## src/rtl/subtrator_serial_if.sv

```systemverilog
// Start/busy/done handshake and operand/result bundle
// for the bit-serial subtractor.
interface subtrator_serial_if #(
    parameter int WIDTH = 8
);
    logic             start;
    logic [WIDTH-1:0] a;
    logic [WIDTH-1:0] b;
    logic             busy;
    logic             done;
    logic [WIDTH-1:0] diff;
    logic             bout;
    logic             ovf;
    logic             zero;

    modport master (
        output start, a, b,
        input  busy, done, diff, bout, ovf, zero
    );

    modport slave (
        input  start, a, b,
        output busy, done, diff, bout, ovf, zero
    );
endinterface

```

## src/rtl/subtrator_serial.sv

```systemverilog
// Bit-serial a - b, LSB first, one full-subtractor cell
// and a registered borrow; result held until the next completion.
module subtrator_serial #(
    parameter int WIDTH = 8
) (
    input  logic             clk,
    input  logic             rst_n,
    subtrator_serial_if.slave bus
);
    localparam int CW = (WIDTH > 1) ? $clog2(WIDTH) : 1;
    localparam logic [CW-1:0] LAST = CW'(WIDTH - 1);

    typedef enum logic [1:0] {
        IDLE,
        SHIFT,
        DONE
    } state_e;

    state_e           state_q, state_d;
    logic [WIDTH-1:0] a_sh_q, a_sh_d;
    logic [WIDTH-1:0] b_sh_q, b_sh_d;
    logic [WIDTH-1:0] wd_q, wd_d;
    logic             bw_q, bw_d;
    logic [CW-1:0]    cnt_q, cnt_d;
    logic [WIDTH-1:0] diff_q, diff_d;
    logic             bout_q, bout_d;
    logic             ovf_q, ovf_d;
    logic             zero_q, zero_d;

    logic             ai, bi, dbit, bnx;
    logic [WIDTH-1:0] wd_nx;

    always_comb begin
        state_d = state_q;
        a_sh_d  = a_sh_q;
        b_sh_d  = b_sh_q;
        wd_d    = wd_q;
        bw_d    = bw_q;
        cnt_d   = cnt_q;
        diff_d  = diff_q;
        bout_d  = bout_q;
        ovf_d   = ovf_q;
        zero_d  = zero_q;

        ai    = a_sh_q[0];
        bi    = b_sh_q[0];
        dbit  = ai ^ bi ^ bw_q;
        bnx   = (~ai & bi) | (~(ai ^ bi) & bw_q);
        wd_nx = {dbit, wd_q[WIDTH-1:1]};

        unique case (state_q)
            IDLE, DONE: begin
                state_d = IDLE;
                if (bus.start) begin
                    state_d = SHIFT;
                    a_sh_d  = bus.a;
                    b_sh_d  = bus.b;
                    wd_d    = '0;
                    bw_d    = 1'b0;
                    cnt_d   = '0;
                end
            end
            SHIFT: begin
                a_sh_d = a_sh_q >> 1;
                b_sh_d = b_sh_q >> 1;
                wd_d   = wd_nx;
                bw_d   = bnx;
                cnt_d  = cnt_q + 1'b1;
                // Last bit: ai/bi are the operand MSBs, dbit the result MSB.
                if (cnt_q == LAST) begin
                    state_d = DONE;
                    diff_d  = wd_nx;
                    bout_d  = bnx;
                    ovf_d   = (ai ^ bi) & (dbit ^ ai);
                    zero_d  = ~|wd_nx;
                end
            end
            default: state_d = IDLE;
        endcase
    end

    always_ff @(posedge clk) begin
        if (!rst_n) begin
            state_q <= IDLE;
            a_sh_q  <= '0;
            b_sh_q  <= '0;
            wd_q    <= '0;
            bw_q    <= 1'b0;
            cnt_q   <= '0;
            diff_q  <= '0;
            bout_q  <= 1'b0;
            ovf_q   <= 1'b0;
            zero_q  <= 1'b0;
        end else begin
            state_q <= state_d;
            a_sh_q  <= a_sh_d;
            b_sh_q  <= b_sh_d;
            wd_q    <= wd_d;
            bw_q    <= bw_d;
            cnt_q   <= cnt_d;
            diff_q  <= diff_d;
            bout_q  <= bout_d;
            ovf_q   <= ovf_d;
            zero_q  <= zero_d;
        end
    end

    assign bus.busy = (state_q == SHIFT);
    assign bus.done = (state_q == DONE);
    assign bus.diff = diff_q;
    assign bus.bout = bout_q;
    assign bus.ovf  = ovf_q;
    assign bus.zero = zero_q;
endmodule

```

## src/flat_wrapper.sv

```systemverilog
// flat-port wrapper written by rule: the top's interface ports become plain ports
module subtrator_serial_flat 
#(
    parameter int WIDTH = 8
)
  (clk, rst_n, bus_start, bus_a, bus_b, bus_busy, bus_done, bus_diff, bus_bout, bus_ovf, bus_zero);
  subtrator_serial_if #(.WIDTH(WIDTH)) bus_i ();
  input  logic clk;
  input  logic rst_n;
  input wire logic [$bits(bus_i.start)-1:0] bus_start;
  input wire logic [$bits(bus_i.a)-1:0] bus_a;
  input wire logic [$bits(bus_i.b)-1:0] bus_b;
  output wire logic [$bits(bus_i.busy)-1:0] bus_busy;
  output wire logic [$bits(bus_i.done)-1:0] bus_done;
  output wire logic [$bits(bus_i.diff)-1:0] bus_diff;
  output wire logic [$bits(bus_i.bout)-1:0] bus_bout;
  output wire logic [$bits(bus_i.ovf)-1:0] bus_ovf;
  output wire logic [$bits(bus_i.zero)-1:0] bus_zero;
  assign bus_i.start = bus_start;
  assign bus_i.a = bus_a;
  assign bus_i.b = bus_b;
  assign bus_busy = bus_i.busy;
  assign bus_done = bus_i.done;
  assign bus_diff = bus_i.diff;
  assign bus_bout = bus_i.bout;
  assign bus_ovf = bus_i.ovf;
  assign bus_zero = bus_i.zero;
  subtrator_serial #(.WIDTH(WIDTH)) u_core (.clk(clk), .rst_n(rst_n), .bus(bus_i));
endmodule
```

## config.mk

```make
export PLATFORM = sky130hd
export DESIGN_NAME = subtrator_serial_flat
export DESIGN_NICKNAME = d
export VERILOG_FILES = /design/src/rtl/subtrator_serial_if.sv /design/src/rtl/subtrator_serial.sv /design/src/flat_wrapper.sv
export SDC_FILE = /design/constraint.sdc
export NUM_CORES = 1
export LEC_CHECK = 0
export CAP_MARGIN = 20
export CORE_UTILIZATION = 40
export CTS_CLUSTER_DIAMETER = 150
export DETAILED_ROUTE_END_ITERATION = 12
export SLEW_MARGIN = 20
export SYNTH_ARGS = -nofsm -noshare
export SYNTH_HDL_FRONTEND = slang
export SYNTH_SLANG_ARGS = --single-unit
```

## constraint.sdc

```tcl
create_clock -name clk -period 1.6 [get_ports clk]
set_input_delay 0.4 -clock clk [delete_from_list [all_inputs] [get_ports clk]]
set_output_delay 0.4 -clock clk [all_outputs]
set_load 0.02 [all_outputs]
```

==> results of run 1 <==
power by group through the flow:
stage / combinational [W] / clock [W] / sequential, W
6_report: 0.000308 / 0.000912 / 0.00107
5_1_grt: 0.000343 / 0.000970 / 0.00107
4_1_cts: 0.000279 / 0.000929 / 0.00107
3_5_place_dp: 0.000279 / 0 / 0.00109
3_3_place_gp: 0.000270 / 0 / 0.00109
2_1_floorplan: 0.000172 / 0 / 0.00108
metrics by stage:
stage          total power (W)  instance area (sq um)  std cells  hold slack, ns
2_1_floorplan          0.00126                   1650        203           0.445
3_3_place_gp           0.00136                   2010        278           0.444
3_5_place_dp           0.00137                   2010        278           0.448
4_1_cts                0.00227                   2130        286           0.455
5_1_grt                0.00239                   2170        288           0.486
6_report               0.00229                   2170        288           0.453
synth_stat cells (all sizes together), types with 3 or more instances:
library cell / count / area, sq um
clkbuf: 4 / 15.0
a31oi: 14 / 87.6
nand2b: 4 / 25.0
a21oi: 22 / 110
nand3: 15 / 75.1
inv: 5 / 18.8
buf: 12 / 88.8
dfxtp: 40 / 801
ha: 3 / 37.5
o21ai: 15 / 75.1
nand2: 56 / 210
final cells by class:
| cell class | instances | area [sq um] | share of cell area (%) |
|---|---|---|---|
| sequential | 40 | 805 | 37.1 |
| multi-input combinational | 142 | 744 | 34.4 |
| timing repair buffer | 45 | 413 | 19.1 |
| clock buffer | 7 | 96.3 | 4.45 |
| tap | 48 | 60.1 | 2.77 |
| clock inverter | 1 | 30.0 | 1.39 |
| inverter | 5 | 18.8 | 0.866 |
flip-flops by register name, summed over array words and instances (netlist names):
signal	flops
u_core.bus.diff	8
u_core.wd_q	7
u_core.a_sh_q	8
u_core.state_q	2
u_core.cnt_q	3
u_core.b_sh_q	8
u_core.bus.ovf	1
u_core.bus.bout	1
u_core.bw_q	1
u_core.bus.zero	1
cell families after synthesis:
| logic type | Yosys count | share of synthesized area (%) |
|---|---|---|
| compound gates | 53 | 17.6 |
| flops | 40 | 48.7 |
| buf+inv | 21 | 7.45 |
| fa+ha+maj | 4 | 3.50 |
| simple gates | 84 | 22.3 |
| xor+xnor | 1 | 0.532 |
cell usage in the layout (no fill, tap or decap):
cell type	count
nor4_1	1
nand2b_1	4
clkdlybuf4s50_1	18
nand2_1	56
o21ai_0	15
fa_1	1
xnor2_2	1
buf_6	1
ha_1	3
nor4_2	1
bufinv_16	1
inv_2	3
and2_1	1
clkbuf_2	1
buf_12	1
a21oi_1	22
and2b_1	1
a31oi_1	14
nand3_1	15
a211oi_1	1
dfxtp_2	3
dlygate4sd2_1	11
nand3b_1	1
clkdlybuf4s15_1	1
clkbuf_8	7
inv_1	2
nor2b_1	1
and3b_2	1
o41ai_2	1
nor2_1	2
dfxtp_1	37
buf_4	12
critical path, stage by stage (launching register included):
cell and delay, ns:
dfxtp_2 0.34, inv_2 0.04, fa_1 0.52, buf_6 0.15, xnor2_2 0.12, o41ai_2 0.34
layer usage:
metal	track usage [%]	wire length [microns]	up-vias
met3	4.14	117	8
met1	23.0	1690	694
met4	10.4	76	0
met2	30.7	1710	26
li1	-	-	757
met5	0	0	-
path summary, 6_finish.rpt:
kind | from | cells past startpoint | endpoint
hold reg to reg | u_core.bus.diff[5] | 2 | u_core.bus.diff[5]
setup reg to reg | u_core.b_sh_q[0] | 5 | u_core.bus.ovf
setup / recovery | u_core.b_sh_q[0] | 5 | u_core.bus.ovf
hold / removal | u_core.bus.diff[5] | 2 | u_core.bus.diff[5]
what timing repair did:
action | CTS | global route
pin swaps | 0 | 3
gates resized for setup | 15 | 11
endpoints found under the setup margin | 13 | 5
setup buffers | 0 | 2
==> impl_metrics.ini, run 1 <==
[status]
status = finished, final reports clean

[timing]
setup_ws_ns = 0.000788
period_minus_slack_ns = 1.60
tightest_slew_ns = 0.375
setup_violations = 0
rsz0062_at_grt = true
max_freq_mhz = 625
slew_viol_final = 0
fin_crit_sh_pct = 100
relSlewSlack_pct = 75.0
fin_setup_tns_ns = 0
skew_ns = 0.00385
hold_viol_final = 0

[global_route]
grt_pass1_vias = 1399
grtUsageTotal_pct = 18.9
grt_start_max_net_pins = 43
antenna_found_initial = 0
grt_overflow = 0
grt_first_pass_wirelength_mm = 6.07

[synth]
yosys.cell_types.count = 25
ys_seq_elements = 40
synth_area_per_cell_sq_um = 8.11
ys_warn_count = 0
syn_area_sq_um = 1650
synth_cells = 203
async_reset_ff_share_pct = 0
ys.flop_type = dfxtp_1
synth_nets = 226
synth_edf_count = 0
yosysSeqAreaShare_pct = 48.7

[power_and_ir_drop]
p_leak_nw = 0.857
ir_drop_v = 0.000645
p_per_area_nw_per_um2 = 1060
internal-power_w = 0.00175
sequentialPowerShare_pct = 46.7
switching_share_pct = 23.7
power_frac_comb_pct = 13.5
p_clk_share_pct = 39.9
power_switching_w = 0.000542

[die]
num_rows = 22
start_util_pct = 43.3
num_io_pins = 32
coreArea_sq_um = 3800
die_y_microns = 66.1
die_x_microns = 66.1
die_area_sq_um = 4370

[drt]
totalWireLength_mm = 3.60
remaining_drc_errors = 0
drtIter0Drc = 67
ant_nets = 0
dr.pass1.iters = 4
vias_per_cell = 5.16
num_vias = 1485
wl_per_cell_microns = 12.5

[final_layout]
nNetsFinal = 262
fillers = 357
final_util_pct = 57.0
drive_gt1_share_pct = 13.8
area_delta_synth_final_pct = 31.7
n_antenna_cell = 0

[place]
io_buffers = 31
globalplace.congestion = 0.748
dpl_worst_slack_ns = 0.0252
dp_hpwl_mm = 2.47

[clock_network]
htree_levels = 2
cts_hold_buf = 0
cts.sinks = 40
clk_latency_ns = 0.30
cts_made_buffers = 5
cts_tree = done
root_buffer = clkbuf_8
cts_max_path_buffers = 2
clk_pin_slew_ns = 0.08

[hold_path]
hold_class = reg -> reg

[critical_path]
critPathCaptureType = register
crit_arrival_ns = 1.80
worstSetupPathType = reg -> reg
worstSetupStartpointType = register
critPathRequiredTime_ns = 1.80
ff2ff_setup_slack_ns = 0.0008
path_max_fanout = 2

[flow_run]
cap_violations = 0
Power figures use the tool's default switching activity.
==> run 2, diff against run 1 <==
- REMOVE_ABC_BUFFERS: not set -> 1
==> impl_metrics.ini, run 2 (synthesis results as in run 1) <==
[die]
die_x_microns = 66.1
die_area_sq_um = 4370
num_rows = 22
die_y_microns = 66.1
coreArea_sq_um = 3800
num_io_pins = 32
start_util_pct = 43.3

[timing]
fin_crit_sh_pct = 95.4
relSlewSlack_pct = 75.1
period_minus_slack_ns = 1.53
setup_violations = 0
tightest_slew_ns = 0.373
slew_viol_final = 0
hold_viol_final = 0
rsz0062_at_grt = false
skew_ns = 0.00502
max_freq_mhz = 655

[final_layout]
area_delta_synth_final_pct = 27.4
layout_commonest_cell = nand2_1
drive_gt1_share_pct = 10.4
final_cell_mix = nand2_1, dfxtp_1, a21oi_1
final_util_pct = 55.2
n_antenna_cell = 0
nNetsFinal = 262
stdcell_count = 288
final_area_sq_um = 2100

[power_and_ir_drop]
p_leak_nw = 0.825
ir_drop_v = 0.000693
p_per_area_nw_per_um2 = 957

[clock_network]
cts.sinks = 40
cts_max_path_buffers = 2
post_cts_buffers = 0
cts_made_buffers = 5
root_buffer = clkbuf_8
htree_levels = 2
clk_pin_slew_ns = 0.07
clk_latency_ns = 0.29
cts_tree = done

[critical_path]
critPathCaptureType = output pin
worstSetupStartpointType = register
path_max_fanout = 3
critPathRequiredTime_ns = 1.20
worstSetupPathType = reg -> out
crit_arrival_ns = 1.13

[flow_run]
cap_violations = 0

[drt]
dr.pass1.iters = 4
totalWireLength_mm = 3.41
remaining_drc_errors = 0
drtIter0Drc = 115
num_vias = 1463
ant_nets = 0
wl_per_cell_microns = 11.9
vias_per_cell = 5.08

[hold_path]
hold_class = reg -> reg

[global_route]
grt_overflow = 0
grt_pass1_vias = 1393
grt_first_pass_wirelength_mm = 5.88
grt_start_max_net_pins = 43
antenna_found_initial = 0
grtUsageTotal_pct = 17.9

[place]
placed_cells = 280
dp_hpwl_mm = 2.34
io_buffers = 31
globalplace.congestion = 0.725
post_dp_cell_area_sq_um = 2020

[status]
status = finished, final reports clean
[run 2: changes by cell type in the layout (fill, tap and decap cells not counted), sizes merged]
cell	change
clkdlybuf4s15	-1
dlygate4sd2	+1
clkbuf	+1
bufinv	-1
[run 2: final timing paths]
kind	start	endpoint	slack (ns)	cells past startpoint
setup reg to reg	u_core.b_sh_q[0]	u_core.bus.ovf	0.09	5
setup / recovery	u_core.state_q[0]	bus_done	0.07	2
hold / removal	u_core.bus.diff[6]	u_core.bus.diff[6]	0.45	2
hold reg to reg	u_core.bus.diff[6]	u_core.bus.diff[6]	0.45	2
[run 2: repair_timing]
item                       4_1_cts  5_1_grt
setup endpoints to repair       13        4
gates resized for setup         13        5
hold buffers                     0        0
pin swaps                        0        1
[run 2: area by class of cell]
cell class / instances / area (sq um)
multi-input cells: 142 / 728
fillers: 374 / 1700
flip-flops and latches: 40 / 803
clock buffers: 8 / 90.1
repair buffers: 45 / 395
well taps: 48 / 60.1
inverters: 5 / 18.8
[run 2: power breakdown]
part           switching, W  internal (W)  leakage [nW]
Combinational      0.000139      0.000129         0.452
Clock              0.000320      0.000351        0.0455
Sequential        0.0000238       0.00104         0.327
Total              0.000483       0.00152         0.825
[run 2: metal layers]
| layer | routed length, microns | vias up | GRT usage (%) |
|---|---|---|---|
| met5 | 0 | - | 0 |
| met4 | 47 | 0 | 9.31 |
| met3 | 153 | 4 | 4.66 |
| met2 | 1570 | 36 | 27.9 |
| met1 | 1640 | 665 | 22.7 |
| li1 | - | 758 | - |
[run 2: metrics by stage]
step	power, W	hold WS, ns	setup TNS (ns)	setup slack [ns]
floorplan	0.00122	0.445	-1.21	-0.153
global placement	0.00135	0.439	0	0.0648
detailed placement	0.00136	0.444	0	0.0299
CTS	0.00203	0.452	0	0.00980
global route	0.00211	0.465	0	0.0107
finish	0.00201	0.449	0	0.0738
[run 2: critical path, stage by stage (launching register included)]
cell,delay [ns]
dfxtp_2,0.33
and2b_1,0.19
dlygate4sd2_1,0.32
==> run 3, diff against run 2 <==
==> constraint.sdc (replaced) <==
create_clock -name clk -period 1.7 [get_ports clk]
set_input_delay 0.425 -clock clk [delete_from_list [all_inputs] [get_ports clk]]
set_output_delay 0.425 -clock clk [all_outputs]
set_load 0.05 [all_outputs]
==> impl_metrics.ini, run 3 (synthesis results as in run 1) <==
[drt]
num_vias = 1463
remaining_drc_errors = 0
dr.pass1.iters = 4
drtIter0Drc = 62
wl_per_cell_microns = 11.7
vias_per_cell = 5.12
ant_nets = 0
totalWireLength_mm = 3.34

[timing]
relSlewSlack_pct = 73.7
skew_ns = 0.00747
slew_viol_final = 0
fin_crit_sh_pct = 92.7
setup_violations = 0
whs_ns = 0.456
max_freq_mhz = 635
tightest_slew_ns = 0.394
rsz0062_at_grt = false
period_minus_slack_ns = 1.58
hold_viol_final = 0

[critical_path]
crit_arrival_ns = 1.15
rr_worst_depth = 5
cpPeakStageDelay_ns = 0.41
critPathTopFamily = flip-flops
crit_start = u_core.state_q[0]
ff2ff_setup_slack_ns = 0.19
critPathCaptureType = output pin
crit_slowest_cell = dfxtp_1
r2r_start = u_core.b_sh_q[0]
worstSetupPathType = reg -> out
critPathRequiredTime_ns = 1.27
path_buf_inv = 2
r2r_end = u_core.bus.ovf
path_max_fanout = 12
worstPathCellList = nand2b_1, inv_4, buf_12
worstSetupStartpointType = register

[clock_network]
root_buffer = clkbuf_8
cts_resized = 0
cts_hold_buf = 0
htree_levels = 2
cts_max_path_buffers = 2
post_cts_buffers = 0
clk_pin_slew_ns = 0.07
clk_latency_ns = 0.30
cts_tree = done
cts.sinks = 40
cts_made_buffers = 5

[place]
globalplace.congestion = 0.739
io_buffers = 31
dp_hpwl_mm = 2.31

[global_route]
grt_pass1_vias = 1403
grtUsageTotal_pct = 18.4
grt_start_max_net_pins = 43
grt_first_pass_wirelength_mm = 6.02
grt_overflow = 0
antenna_found_initial = 0

[die]
coreArea_sq_um = 3800
die_x_microns = 66.1
num_rows = 22
die_area_sq_um = 4370
num_io_pins = 32
die_y_microns = 66.1
start_util_pct = 43.3

[final_layout]
n_antenna_cell = 0
final_cell_mix = nand2_1, dfxtp_1, buf_4
area_delta_synth_final_pct = 26.5
final_util_pct = 54.8
drive_gt1_share_pct = 13.9
nNetsFinal = 261
fillers = 370
layout_commonest_cell = nand2_1

[power_and_ir_drop]
p_leak_nw = 0.786
p_per_area_nw_per_um2 = 889
ir_drop_v = 0.000504

[hold_path]
hold_class = reg -> reg
hold_start = u_core.bus.diff[7]
hold_end = u_core.bus.diff[7]
min_path_cells = 2

[status]
status = finished, final reports clean

[flow_run]
cap_violations = 0
-- run 3: cell types whose count changed in the layout (fill, tap and decap cells not counted), moves of 2 or more --
cell	delta
buf_4	+10
dlygate4sd2_1	-12
dfxtp_1	+2
dfxtp_2	-2
buf_12	+2
-- run 3: metrics by stage --
stage	std cells	setup TNS (ns)	setup WS (ns)	power (W)	area (sq um)
2_1_floorplan	187	-1.35	-0.172	0.00116	1540
3_3_place_gp	279	0	0.139	0.00128	2000
3_5_place_dp	279	0	0.110	0.00128	2000
4_1_cts	286	0	0.0666	0.00186	2080
5_1_grt	286	0	0.00833	0.00194	2080
6_report	286	0	0.124	0.00185	2080
-- run 3: how the worst max path moves through the flow --
stage,to,cells after the start
final,bus_busy,3
after CTS,bus_busy,3
after global routing,u_core.bus.ovf,5
after global placement,u_core.b_sh_q[0],5
after floorplan,bus_busy,2
after detailed placement,u_core.b_sh_q[1],5
-- run 3: power by group --
| group | switching, W | leakage (nW) | internal (W) | total, W |
|---|---|---|---|---|
| sequential | 0.0000235 | 0.326 | 0.000980 | 0.00100 |
| combinational | 0.000134 | 0.419 | 0.000125 | 0.000258 |
| clock | 0.000311 | 0.0410 | 0.000279 | 0.000589 |
-- run 3: worst reg2reg max path, cell delays in order, from the launching register on --
cell     delay [ns]
dfxtp_1        0.36
inv_1          0.07
fa_1           0.48
buf_4          0.17
xnor2_1        0.12
o41ai_1        0.22
-- run 3: area by class of cell --
| cell class | instances | area [sq um] | area share (%) |
|---|---|---|---|
| clock buffer | 6 | 72.6 | 3.49 |
| clock inverter | 1 | 5.00 | 0.240 |
| inverter | 5 | 21.3 | 1.02 |
| multi-input combinational | 142 | 722 | 34.7 |
| sequential | 40 | 801 | 38.5 |
| tap | 48 | 60.1 | 2.88 |
| timing repair buffer | 44 | 400 | 19.2 |
-- run 3: metal layers --
| layer | up-vias | track usage [%] | routed length (microns) |
|---|---|---|---|
| met4 | 0 | 9.57 | 78 |
| met1 | 666 | 22.3 | 1510 |
| met5 | - | 0 | 0 |
| met3 | 8 | 4.83 | 190 |
| met2 | 38 | 29.8 | 1570 |
| li1 | 751 | - | - |
